[config.mk]
export PLATFORM = sky130hd
export DESIGN_NAME = surface_scheduler_flat
export DESIGN_NICKNAME = d
export VERILOG_FILES = /design/src/rtl/surface_pkg.sv /design/src/rtl/surface_scheduler_if.sv /design/src/rtl/tick_divider.sv /design/src/rtl/surface_scheduler.sv /design/src/flat_wrapper.sv
export SDC_FILE = /design/constraint.sdc
export NUM_CORES = 1
export LEC_CHECK = 0
export ABC_AREA = 1
export ABC_CLOCK_PERIOD_IN_PS = 8900
export BUFFER_PORTS_ARGS = -buffer_cell sky130_fd_sc_hd__clkbuf_2
export CAP_MARGIN = 20
export CORE_MARGIN = 4
export CORE_UTILIZATION = 40
export CTS_CLUSTER_SIZE = 28
export DETAILED_ROUTE_END_ITERATION = 8
export GPL_TIMING_DRIVEN = 0
export MAX_ROUTING_LAYER = met4
export PLACE_DENSITY = 0.58
export SYNTH_ARGS = -nofsm -noshare
export SYNTH_HDL_FRONTEND = slang
export SYNTH_SLANG_ARGS = --single-unit
[constraint.sdc]
create_clock -name Clk -period 8.9 [get_ports Clk]
set_input_delay 0 -clock Clk [delete_from_list [all_inputs] [get_ports Clk]]
set_output_delay 0 -clock Clk [all_outputs]
set_load 0.01 [all_outputs]
[src/rtl/surface_pkg.sv]
// Shared types and constants for the surface scheduler: FSM states, LFSR
// seed/taps, the fixed gap/transition lengths and the LFSR step function.
package surface_pkg;

    typedef enum logic [1:0] {
        IDLE  = 2'd0,
        RUN   = 2'd1,
        PAUSE = 2'd2,
        OVER  = 2'd3
    } schedState_t;

    localparam logic [7:0] LFSR_SEED  = 8'hA5;
    // Feedback bits 7,5,4,3 realise x^8 + x^6 + x^5 + x^4 + 1.
    localparam logic [7:0] LFSR_TAPS  = 8'hB8;
    localparam logic [3:0] FIXED_GAP  = 4'd8;
    localparam logic [3:0] FIXED_DIFF = 4'd3;
    localparam logic [2:0] MAX_LEVEL  = 3'd7;

    function automatic logic [7:0] lfsrStep(input logic [7:0] cur);
        return {cur[6:0], ^(cur & LFSR_TAPS)};
    endfunction

endpackage

[src/rtl/surface_scheduler_if.sv]
// Control/status bundle between the game controller (master) and the
// surface scheduler (slave).
interface surface_scheduler_if;
    logic        Start;
    logic        Pause;
    logic        Collision;
    logic        MoveTick;
    logic        TransitionTick;
    logic [3:0]  TransitionDiff;
    logic [15:0] Score;
    logic [2:0]  Level;
    logic        Running;
    logic        GameOver;

    modport master (
        output Start, Pause, Collision,
        input  MoveTick, TransitionTick, TransitionDiff, Score, Level, Running, GameOver
    );

    modport slave (
        input  Start, Pause, Collision,
        output MoveTick, TransitionTick, TransitionDiff, Score, Level, Running, GameOver
    );
endinterface

[src/rtl/tick_divider.sv]
// Programmable clock divider: emits a one-cycle Tick every Period enabled
// cycles; the count freezes while Enable is low and Clear restarts it.
module tick_divider (
    input  logic        Clk,
    input  logic        Rst,
    input  logic [23:0] Period,
    input  logic        Enable,
    input  logic        Clear,
    output logic        Tick
);

    logic [23:0] count;

    // NOTE: Tick is decoded from the registered count so it lands in the same
    // cycle the count reaches Period-1 and never fires while disabled.
    assign Tick = Enable && (count >= Period - 24'd1);

    always_ff @(posedge Clk or posedge Rst) begin
        if (Rst) begin
            count <= '0;
        end else if (Clear) begin
            count <= '0;
        end else if (Enable) begin
            count <= Tick ? '0 : count + 24'd1;
        end
    end

endmodule

[src/rtl/surface_scheduler.sv]
// Game-pace scheduler: FSM, level-dependent move tick, score/level and surface
// transition timing. Define SURFACE_SCHED_LFSR_EN for LFSR-randomised gaps/lengths.
module surface_scheduler #(
    parameter logic [23:0] BASE_PERIOD     = 24'd5_000_000,
    parameter logic [23:0] PERIOD_STEP     = 24'd500_000,
    parameter logic [23:0] MIN_PERIOD      = 24'd1_500_000,
    parameter int          MOVES_PER_LEVEL = 32
) (
    input logic                Clk,
    input logic                Rst,
    surface_scheduler_if.slave Bus
);
    import surface_pkg::*;

    localparam int MC_W = (MOVES_PER_LEVEL > 1) ? $clog2(MOVES_PER_LEVEL) : 1;

    schedState_t     state, nextState;
    logic            clearGame, isRun, moveTick, transTick;
    logic [27:0]     reduction;
    logic [23:0]     period;
    logic [15:0]     score;
    logic [2:0]      level;
    logic [MC_W-1:0] moveCount;
    logic [3:0]      gapCount, gapTarget, transCount, diffOut, diffCand;
    logic [3:0]      newGap, newDiff;
    logic            transPending, transActive;

    always_ff @(posedge Clk or posedge Rst) begin
        if (Rst) state <= IDLE;
        else     state <= nextState;
    end

    // NOTE: every output of this block is defaulted first so no path can hold
    // a previous value and infer a latch.
    always_comb begin
        nextState = state;
        clearGame = 1'b0;
        case (state)
            IDLE, OVER: begin
                if (Bus.Start && !Bus.Collision) begin
                    nextState = RUN;
                    clearGame = 1'b1;
                end
            end
            RUN: begin
                if (Bus.Collision)  nextState = OVER;
                else if (Bus.Pause) nextState = PAUSE;
            end
            PAUSE: begin
                if (Bus.Collision)  nextState = OVER;
                else if (Bus.Pause) nextState = RUN;
            end
            default: nextState = IDLE;
        endcase
    end

    assign isRun     = (state == RUN);
    assign transTick = transPending && isRun;

    // Wide compare keeps the subtraction from wrapping when the step overshoots.
    always_comb begin
        reduction = 28'(level) * 28'(PERIOD_STEP);
        if (28'(BASE_PERIOD) > reduction + 28'(MIN_PERIOD)) period = BASE_PERIOD - reduction[23:0];
        else                                                period = MIN_PERIOD;
    end

    tick_divider uDivider (
        .Clk    (Clk),
        .Rst    (Rst),
        .Period (period),
        .Enable (isRun),
        .Clear  (clearGame),
        .Tick   (moveTick)
    );

`ifdef SURFACE_SCHED_LFSR_EN
    logic [7:0] lfsr;
    logic [2:0] diffLevel, diffPick;

    always_ff @(posedge Clk or posedge Rst) begin
        if (Rst) lfsr <= LFSR_SEED;
        else     lfsr <= lfsrStep(lfsr);
    end

    // A new game samples as if Level were already cleared.
    assign diffLevel = clearGame ? 3'd0 : level;
    assign diffPick  = (lfsr[6:4] < diffLevel) ? lfsr[6:4] : diffLevel;
    assign newGap    = 4'd4 + {1'b0, lfsr[2:0]};
    assign newDiff   = 4'd2 + {1'b0, diffPick};
`else
    assign newGap  = FIXED_GAP;
    assign newDiff = FIXED_DIFF;
`endif

    always_ff @(posedge Clk or posedge Rst) begin
        if (Rst) begin
            score        <= '0;
            level        <= '0;
            moveCount    <= '0;
            gapCount     <= '0;
            gapTarget    <= '0;
            transCount   <= '0;
            transActive  <= 1'b0;
            transPending <= 1'b0;
            diffOut      <= '0;
            diffCand     <= '0;
        end else if (clearGame) begin
            score        <= '0;
            level        <= '0;
            moveCount    <= '0;
            gapCount     <= '0;
            gapTarget    <= newGap;
            transCount   <= '0;
            transActive  <= 1'b0;
            transPending <= 1'b0;
            diffOut      <= '0;
            diffCand     <= newDiff;
        end else begin
            if (moveTick) begin
                if (score != 16'hFFFF) score <= score + 16'd1;
                if (moveCount == MC_W'(MOVES_PER_LEVEL - 1)) begin
                    moveCount <= '0;
                    if (level != MAX_LEVEL) level <= level + 3'd1;
                end else begin
                    moveCount <= moveCount + MC_W'(1);
                end
            end

            // Gap counting pauses from the triggering move until the transition ends.
            if (transTick) begin
                transPending <= 1'b0;
                transActive  <= 1'b1;
                transCount   <= '0;
                diffOut      <= diffCand;
            end else if (moveTick && transActive) begin
                if (transCount == diffOut + 4'd1) begin
                    transActive <= 1'b0;
                    transCount  <= '0;
                    gapCount    <= '0;
                    gapTarget   <= newGap;
                    diffCand    <= newDiff;
                end else begin
                    transCount <= transCount + 4'd1;
                end
            end else if (moveTick && !transPending) begin
                gapCount <= gapCount + 4'd1;
                if (gapCount + 4'd1 == gapTarget) transPending <= 1'b1;
            end
        end
    end

    assign Bus.MoveTick       = moveTick;
    assign Bus.TransitionTick = transTick;
    assign Bus.TransitionDiff = diffOut;
    assign Bus.Score          = score;
    assign Bus.Level          = level;
    assign Bus.Running        = isRun;
    assign Bus.GameOver       = (state == OVER);

endmodule

[src/flat_wrapper.sv]
// flat-port wrapper written by rule: the top's interface ports become plain ports
module surface_scheduler_flat import surface_pkg::*;
#(
    parameter logic [23:0] BASE_PERIOD     = 24'd5_000_000,
    parameter logic [23:0] PERIOD_STEP     = 24'd500_000,
    parameter logic [23:0] MIN_PERIOD      = 24'd1_500_000,
    parameter int          MOVES_PER_LEVEL = 32
)
  (Clk, Rst, Bus_Start, Bus_Pause, Bus_Collision, Bus_MoveTick, Bus_TransitionTick, Bus_TransitionDiff, Bus_Score, Bus_Level, Bus_Running, Bus_GameOver);
  surface_scheduler_if Bus_i ();
  input logic Clk;
  input logic Rst;
  input wire logic [$bits(Bus_i.Start)-1:0] Bus_Start;
  input wire logic [$bits(Bus_i.Pause)-1:0] Bus_Pause;
  input wire logic [$bits(Bus_i.Collision)-1:0] Bus_Collision;
  output wire logic [$bits(Bus_i.MoveTick)-1:0] Bus_MoveTick;
  output wire logic [$bits(Bus_i.TransitionTick)-1:0] Bus_TransitionTick;
  output wire logic [$bits(Bus_i.TransitionDiff)-1:0] Bus_TransitionDiff;
  output wire logic [$bits(Bus_i.Score)-1:0] Bus_Score;
  output wire logic [$bits(Bus_i.Level)-1:0] Bus_Level;
  output wire logic [$bits(Bus_i.Running)-1:0] Bus_Running;
  output wire logic [$bits(Bus_i.GameOver)-1:0] Bus_GameOver;
  assign Bus_i.Start = Bus_Start;
  assign Bus_i.Pause = Bus_Pause;
  assign Bus_i.Collision = Bus_Collision;
  assign Bus_MoveTick = Bus_i.MoveTick;
  assign Bus_TransitionTick = Bus_i.TransitionTick;
  assign Bus_TransitionDiff = Bus_i.TransitionDiff;
  assign Bus_Score = Bus_i.Score;
  assign Bus_Level = Bus_i.Level;
  assign Bus_Running = Bus_i.Running;
  assign Bus_GameOver = Bus_i.GameOver;
  surface_scheduler #(.BASE_PERIOD(BASE_PERIOD), .PERIOD_STEP(PERIOD_STEP), .MIN_PERIOD(MIN_PERIOD), .MOVES_PER_LEVEL(MOVES_PER_LEVEL)) u_core (.Clk(Clk), .Rst(Rst), .Bus(Bus_i));
endmodule
After elaboration in Yosys (flattened, before gate mapping)
Index checks and enable logic that the tools add are counted.
{"block": "totals", "ff_bits": 72, "out_inout_bits": 27, "elab_cells": 118, "input_bits": 5}
{"block": "op_classes", "n_eq_ne": 14, "n_mul": 1, "muxes": 50, "n_addsub": 10, "n_reduce_logical": 29, "order_cmp": 2}
{"operator": "$mux W24", "n": 4}
{"operator": "$mux W4", "n": 19}
{"operator": "$mux W16", "n": 3}
{"operator": "$gt A23 B28 Y1 const A", "n": 1}
{"operator": "$add A24 B1 Y24 const B", "n": 1}
{"operator": "$ge A24 B24 Y1", "n": 1}
{"operator": "$sub A23 B22 Y24 const A", "n": 1}
{"operator": "$sub A24 B1 Y24 const B", "n": 1}
{"operator": "$add A22 B21 Y23 const B", "n": 1}
{"operator": "$mul A3 B14 Y17 const B", "n": 1}
{"operator": "$add A16 B1 Y16 const B", "n": 1}
{"operator": "$ne A16 B16 Y1 const B", "n": 1}
{"operator": "$reduce_bool A2 Y1", "n": 8}
{"operator": "$mux W5", "n": 3}
{"operator": "$reduce_and A3 Y1", "n": 5}
{"operator": "$reduce_bool A3 Y1", "n": 5}
{"operator": "$add A4 B1 Y4 const B", "n": 3}
{"operator": "$mux W3", "n": 4}
{"operator": "$mux W1", "n": 11}
{"operator": "$mux W2", "n": 5}
{"operator": "$ne A3 B3 Y1 const B", "n": 3}
{"operator": "$eq A4 B4 Y1", "n": 2}
{"operator": "$ne A3 B2 Y1 const B", "n": 2}
{"operator": "$pmux W2 S3", "n": 1}
{"operator": "11 further kinds", "n": 19}

Longest topological paths before layout
{"block": "depth", "word_depth": 12, "ltp_mapped": 35}

Modules after synthesis
From an unflattened synthesis, not the netlist that was laid out.
{"block": "unflattened", "cells_unflattened": 877, "hier_area_um2": 5903.2}
{"module": "surface_scheduler", "cells_each": 429, "instances": 1, "area_each_um2": 3104.2, "seq_area_each_um2": 950.9}
{"module": "tick_divider", "cells_each": 448, "instances": 1, "area_each_um2": 2798.9, "seq_area_each_um2": 600.6}

Worst setup path before layout
Ideal clock, no wire load.
{"block": "synth_path", "path_type": "reg2reg", "from": "reg u_core.level[0] (netlist: u_core.Bus.Level[0])", "to": "reg u_core.gapCount[0]", "required_ns": 8.835, "arrival_ns": 4.840, "stages_incl_launch_ff": 35, "setup_slack_ns": 3.995, "setup_ns": 0.065, "period_less_slack_ns": 4.905, "path_cell_list": "dfrtp_1 -> inv_2 -> buf_6 -> ha_1 -> ha_1 -> inv_1 -> fa_1 -> inv_1 -> nand2_1 -> nand4_1 -> a21oi_1 -> nand2_1 -> nand3_1 -> nand2_1 -> nand2_2 -> buf_6 -> nand3_2 -> nor2_4 -> nand3_1 -> nand2_1 -> inv_1 -> ha_1 -> nand2_1 -> inv_1 -> nand3_1 -> inv_1 -> a21oi_1 -> nand3_1 -> nand2_2 -> clkinv_1 -> o21ai_0 -> nand2_1 -> nand2_1 -> nand2_1 -> nand2_1"}
{"block": "synth_between", "elab_chain_cells": 11, "word_cells_on_any_way": 16, "cone_classes": "add/sub: 3; mul: 1; order compare: 2; eq/ne: 1; mux: 4; reduce/logical: 5"}
{"item": "start, declared", "line": "surface_scheduler.sv:22", "source": "logic [2:0] level;"}
{"item": "start signal, assigned", "line": "surface_scheduler.sv:123", "source": "if (level != MAX_LEVEL) level <= level + 3'd1;"}
{"item": "$mul A3 B14 Y17 *", "line": "surface_scheduler.sv:62", "source": "reduction = 28'(level) * 28'(PERIOD_STEP);"}
{"item": "$add A22 B21 Y23", "line": "surface_scheduler.sv:63", "source": "if (28'(BASE_PERIOD) > reduction + 28'(MIN_PERIOD)) period = BASE_PERIOD - reduction[23:0];"}
{"item": "$gt A23 B28 Y1", "line": "surface_scheduler.sv:63"}
{"item": "$mux W24 *", "line": "surface_scheduler.sv:63"}
{"item": "$sub A24 B1 Y24 *", "line": "tick_divider.sv:16", "source": "assign Tick = Enable && (count >= Period - 24'd1);"}
{"item": "$ge A24 B24 Y1 *", "line": "tick_divider.sv:16"}
{"item": "$logic_and A1 B1 Y1 *", "line": "tick_divider.sv:16"}
{"item": "net Bus_MoveTick", "line": "flat_wrapper.sv:16", "source": "output wire logic [$bits(Bus_i.MoveTick)-1:0] Bus_MoveTick;"}
{"item": "$logic_and A1 B1 Y1", "line": "surface_scheduler.sv:135", "source": "end else if (moveTick && transActive) begin"}
{"item": "$mux W4", "line": "surface_scheduler.sv:135"}
{"item": "$mux W4", "line": "surface_scheduler.sv:130", "source": "if (transTick) begin"}
{"item": "$mux W4", "line": "surface_scheduler.sv:107", "source": "end else if (clearGame) begin"}
{"item": "end signal, assigned", "line": "surface_scheduler.sv:146", "source": "gapCount <= gapCount + 4'd1;"}
{"item": "end, declared", "line": "surface_scheduler.sv:24", "source": "logic [3:0] gapCount, gapTarget, transCount, diffOut, diffCand;"}
The timed path passes the listed nets; every way through them passes the cells marked *. The select of a mux whose other input is x is not followed.
A chain may end at the register's enable or synchronous reset.

Worst setup path in the final report
{"block": "layout_path", "from": "reg u_core.level[0] (netlist: u_core.Bus.Level[0])", "to": "reg u_core.moveCount[3]"}
{"block": "layout_between", "elab_chain_cells": 8, "word_cells_on_any_way": 9, "cone_classes": "add/sub: 3; mul: 1; order compare: 2; mux: 1; reduce/logical: 2"}
{"item": "$mul A3 B14 Y17 *", "line": "surface_scheduler.sv:62"}
{"item": "$add A22 B21 Y23", "line": "surface_scheduler.sv:63"}
{"item": "$gt A23 B28 Y1", "line": "surface_scheduler.sv:63"}
{"item": "$mux W24 *", "line": "surface_scheduler.sv:63"}
{"item": "$sub A24 B1 Y24 *", "line": "tick_divider.sv:16"}
{"item": "$ge A24 B24 Y1 *", "line": "tick_divider.sv:16"}
{"item": "$logic_and A1 B1 Y1 *", "line": "tick_divider.sv:16"}
{"item": "$reduce_bool A2 Y1 (no source line) *"}
{"item": "end signal, assigned", "line": "surface_scheduler.sv:125", "source": "moveCount <= moveCount + MC_W'(1);"}
{"item": "end, declared", "line": "surface_scheduler.sv:23", "source": "logic [MC_W-1:0] moveCount;"}
Mark *: on every way between the ends. The rest lies on a longest branch, timed or not.

==> impl_metrics.tcl <==
set metrics [dict create \
    outcome "completed" \
    grt_antenna_before_repair 0 \
    start_util_pct 41.1 \
    yosysSeqAreaShare_pct 29.8 \
    postSynthAreaPerCell_um2 7.27 \
    vias 4756 \
    swShare_pct 50.8 \
    drive_gt1_share_pct 12.8 \
    combPwrFrac_pct 64.0 \
    cts_resized 0 \
    io_buffers 29 \
    synth-adder-area-share_pct 12.4 \
    maxCapViolCount 0 \
    post-place-ws_ps 2880 \
    htree_levels 3 \
    synth_top_flop_cell "dfrtp_1" \
    area.sequential_um2 1550 \
    intPower_mw 1.07 \
    seqPwrFrac_pct 18.4 \
    multi_input_area_um2 3260 \
    worstPathMaxFanout 15 \
    yosysWarnings 0 \
    slew_violations 0 \
    synth-simple-area-share_pct 34.2 \
    synth_cells 716 \
    power-per-cell-area_nw_per_um2 368 \
    dp_hpwl_um 9460 \
    arrival_ps 6180 \
    path_clk_slew_ps 60 \
    die_x_um 122 \
    drt-initial-drc-count 176 \
    finalNonFillerCells 936 \
    cp_data_required_time_ps 9090 \
    setup.worst_path.class "flip-flop to flip-flop" \
    numCtsBuffers 9 \
    setup_ws_ps 2910 \
    first_pass_iters 5 \
    syn_to_final_growth_pct 13.8 \
    worst_path_max_delay_cell "dfrtp_1" \
    leakage_nw 2.89 \
    placedCellCount 919 \
    ant_nets 0 \
    drt-total-wl_um 12300 \
    antenna_cells 0 \
    max_freq_ghz 0.167 \
    synth-compound-area-share_pct 8.80 \
    cp_common_cell "nand2_1" \
    worst_pin_slew_ps 793 \
    gp_congestion 0.884 \
    rsz0062_at_grt "false" \
    via_per_inst 5.08 \
    gr-total-overflow 0 \
    coreArea_um2 12700 \
    cts_sinks 62 \
    cts_tree "built" \
    holdCritPathClass "primary input to flip-flop" \
    synth_edf_count 0 \
    rrSetupSlack_ps 2910 \
    tns_ps 0 \
    muxShareOfSynthArea_pct 0 \
    routedWlPerCell_um 13.2 \
    grt_max_degree 36 \
    total_power_mw 2.18 \
    synthArstFlopShare_pct 100 \
    synth_top_family_by_area "simple AND/OR/NAND/NOR gates" \
    ir_worst_vdd_mv 0.189 \
    pwr-share-clk_pct 17.6 \
    switchingPower_mw 1.11 \
    finalCritPeriodShare_pct 67.3 \
    critPathLaunchType "flip-flop" \
    grt_pass1_vias 4592 \
    fillers 1283 \
    hold_viol 0 \
    grt_pass1_wl_um 21500 \
    dieArea_um2 14900 \
    die_h_um 122 \
    min_period_ps 5990 \
    fin_skew_ps 8.78 \
    cts_root_buf "clkbuf_16" \
    slew_headroom_pct 47.0 \
    synth-seq-cells 62 \
    clk_latency_ps 330 \
    drc_errors 0 \
    worst_setup_path_end_kind "flip-flop" \
    synth_xor_area_share_pct 7.04 \
    critPathMaxStageDelay_ps 740 \
    rows 41 \
    setup_viol 0 \
    ios 32 \
    final_nets 814 \
    synth_area_um2 5210 \
    grt_util_all_layers_pct 18.1 \
    clockBufferDepth 2 \
    synth_cell_types 46 \
]
==> routing by layer <==
metal	track usage (%)	up-vias	wire length [µm]
met2	29.7	72	5920
met5	-	-	0
met3	2.92	12	376
met1	23.4	2228	5900
met4	4.90	0	144
li1	-	2444	-
==> timing repair <==
item	CTS	global route
hold buffers	1	0
endpoints found under the setup margin	0	0
hold endpoints to repair	34	0
buffers inserted	0	0
==> final cells by class <==
type                            instances  share of cell area (%)
Buffer                                 15                    1.56
Clock buffer                           11                    4.10
Clock inverter                          5                    1.37
Inverter                               82                    5.20
Multi-Input combinational cell        558                    55.0
Sequential cell                        62                    26.2
Tap cell                              172                    3.63
Timing Repair Buffer                   31                    2.96
==> cell usage after synthesis, drive strengths merged, types with 2 or more instances <==
| cell | count | area (µm²) |
|---|---|---|
| xnor2 | 14 | 123 |
| dfrtp | 62 | 1550 |
| fa | 3 | 60.1 |
| nor4 | 4 | 25.0 |
| ha | 47 | 588 |
| nand3 | 85 | 445 |
| nand2 | 179 | 704 |
| o31ai | 8 | 60.1 |
| xor2 | 27 | 244 |
| nor3b | 4 | 30.0 |
| nand4 | 11 | 75.1 |
| inv | 81 | 304 |
| o22ai | 2 | 12.5 |
| o21ai | 31 | 159 |
| nand3b | 2 | 27.5 |
| a21oi | 30 | 169 |
| buf | 11 | 77.6 |
| nor3 | 20 | 121 |
| clkbuf | 4 | 15.0 |
| a31oi | 4 | 25.0 |
| nor2 | 79 | 334 |
==> kinds of logic (layout without fill, tap and decap cells) <==
logic type	after synthesis	count (layout)
fa+ha+maj	50	50
compound gates	79	79
flops	62	62
buf+inv	97	144
simple gates	386	386
other cells	1	2
xor+xnor	41	41
==> power groups by stage <==
stage               Clock (mW)  Combinational [mW]  Sequential (mW)
finish                   0.382                1.39            0.402
global route             0.401                1.59            0.413
CTS                      0.391                1.39            0.403
detailed placement           0                1.39            0.407
global placement             0                1.35            0.404
floorplan                    0                1.08            0.401
==> placed cells by master (no fill, tap or decap), types with 2 or more instances in the layout <==
cell	count
buf_4	5
inv_2	5
nor3b_1	4
o31ai_1	8
o22ai_1	2
clkbuf_1	5
nor2_2	9
o21ai_0	28
buf_6	2
fa_1	3
conb_1	2
nor3_1	17
dfrtp_1	62
bufinv_16	2
a21oi_1	25
nand3_2	4
nor2_4	2
nand3_1	81
a31oi_1	4
nor4_1	4
clkbuf_16	9
buf_2	2
nand2_2	10
clkbuf_2	29
xor2_1	26
nor2_1	68
xnor2_1	14
nand4_1	10
nand2_1	168
o21ai_1	2
inv_1	76
nor3_2	2
ha_1	47
a21oi_2	5
buf_1	2
==> state kept, by name (all words and copies together), names as in the netlist <==
register,count
u_core.Bus.Level,3
u_core.Bus.Score,16
u_core.gapCount,4
u_core.transPending,1
u_core.moveCount,5
u_core.transCount,4
u_core.transActive,1
u_core.diffCand,1
u_core.Bus.TransitionDiff,1
u_core.state,2
u_core.uDivider.count,24
==> final timing paths <==
| path | startpoint | to | depth (start not counted) |
|---|---|---|---|
| worst max-delay path | u_core.Bus.Level[0]$_DFFE_PP0P_ | u_core.moveCount[3]$_DFFE_PP0P_ | 28 |
| worst min-delay path | Bus_Collision | u_core.state[1]$_DFFE_PP0P_ | 3 |
| worst max register to register | u_core.Bus.Level[0]$_DFFE_PP0P_ | u_core.moveCount[3]$_DFFE_PP0P_ | 28 |
| worst min register to register | u_core.gapCount[3]$_DFFE_PP0P_ | u_core.gapCount[3]$_DFFE_PP0P_ | 2 |
| max in group asynchronous | Rst | u_core.moveCount[4]$_DFFE_PP0P_ | 4 |
| min in group asynchronous | Rst | u_core.uDivider.count[2]$_DFFE_PP0P_ | 3 |
==> stage by stage <==
step	area, µm²	utilization, %	hold slack (ps)
CTS	5920	46.8	56.4
global route	5920	46.8	105
floorplan	5210	-	239
detailed placement	5590	44.1	186
finish	5920	46.8	70.3
global placement	5570	44.0	398
==> critical path, delay by kind of cell, from the launching register on <==
family | cells | cell delay, ps
flip-flops | 1 | 740
AND/OR/NAND/NOR | 16 | 2050
AO/OA/AOI/OAI | 2 | 260
XOR/XNOR | 1 | 110
adder cells (fa/ha/maj) | 4 | 1690
buffers and inverters | 5 | 970
Power figures use the tool's default switching activity.
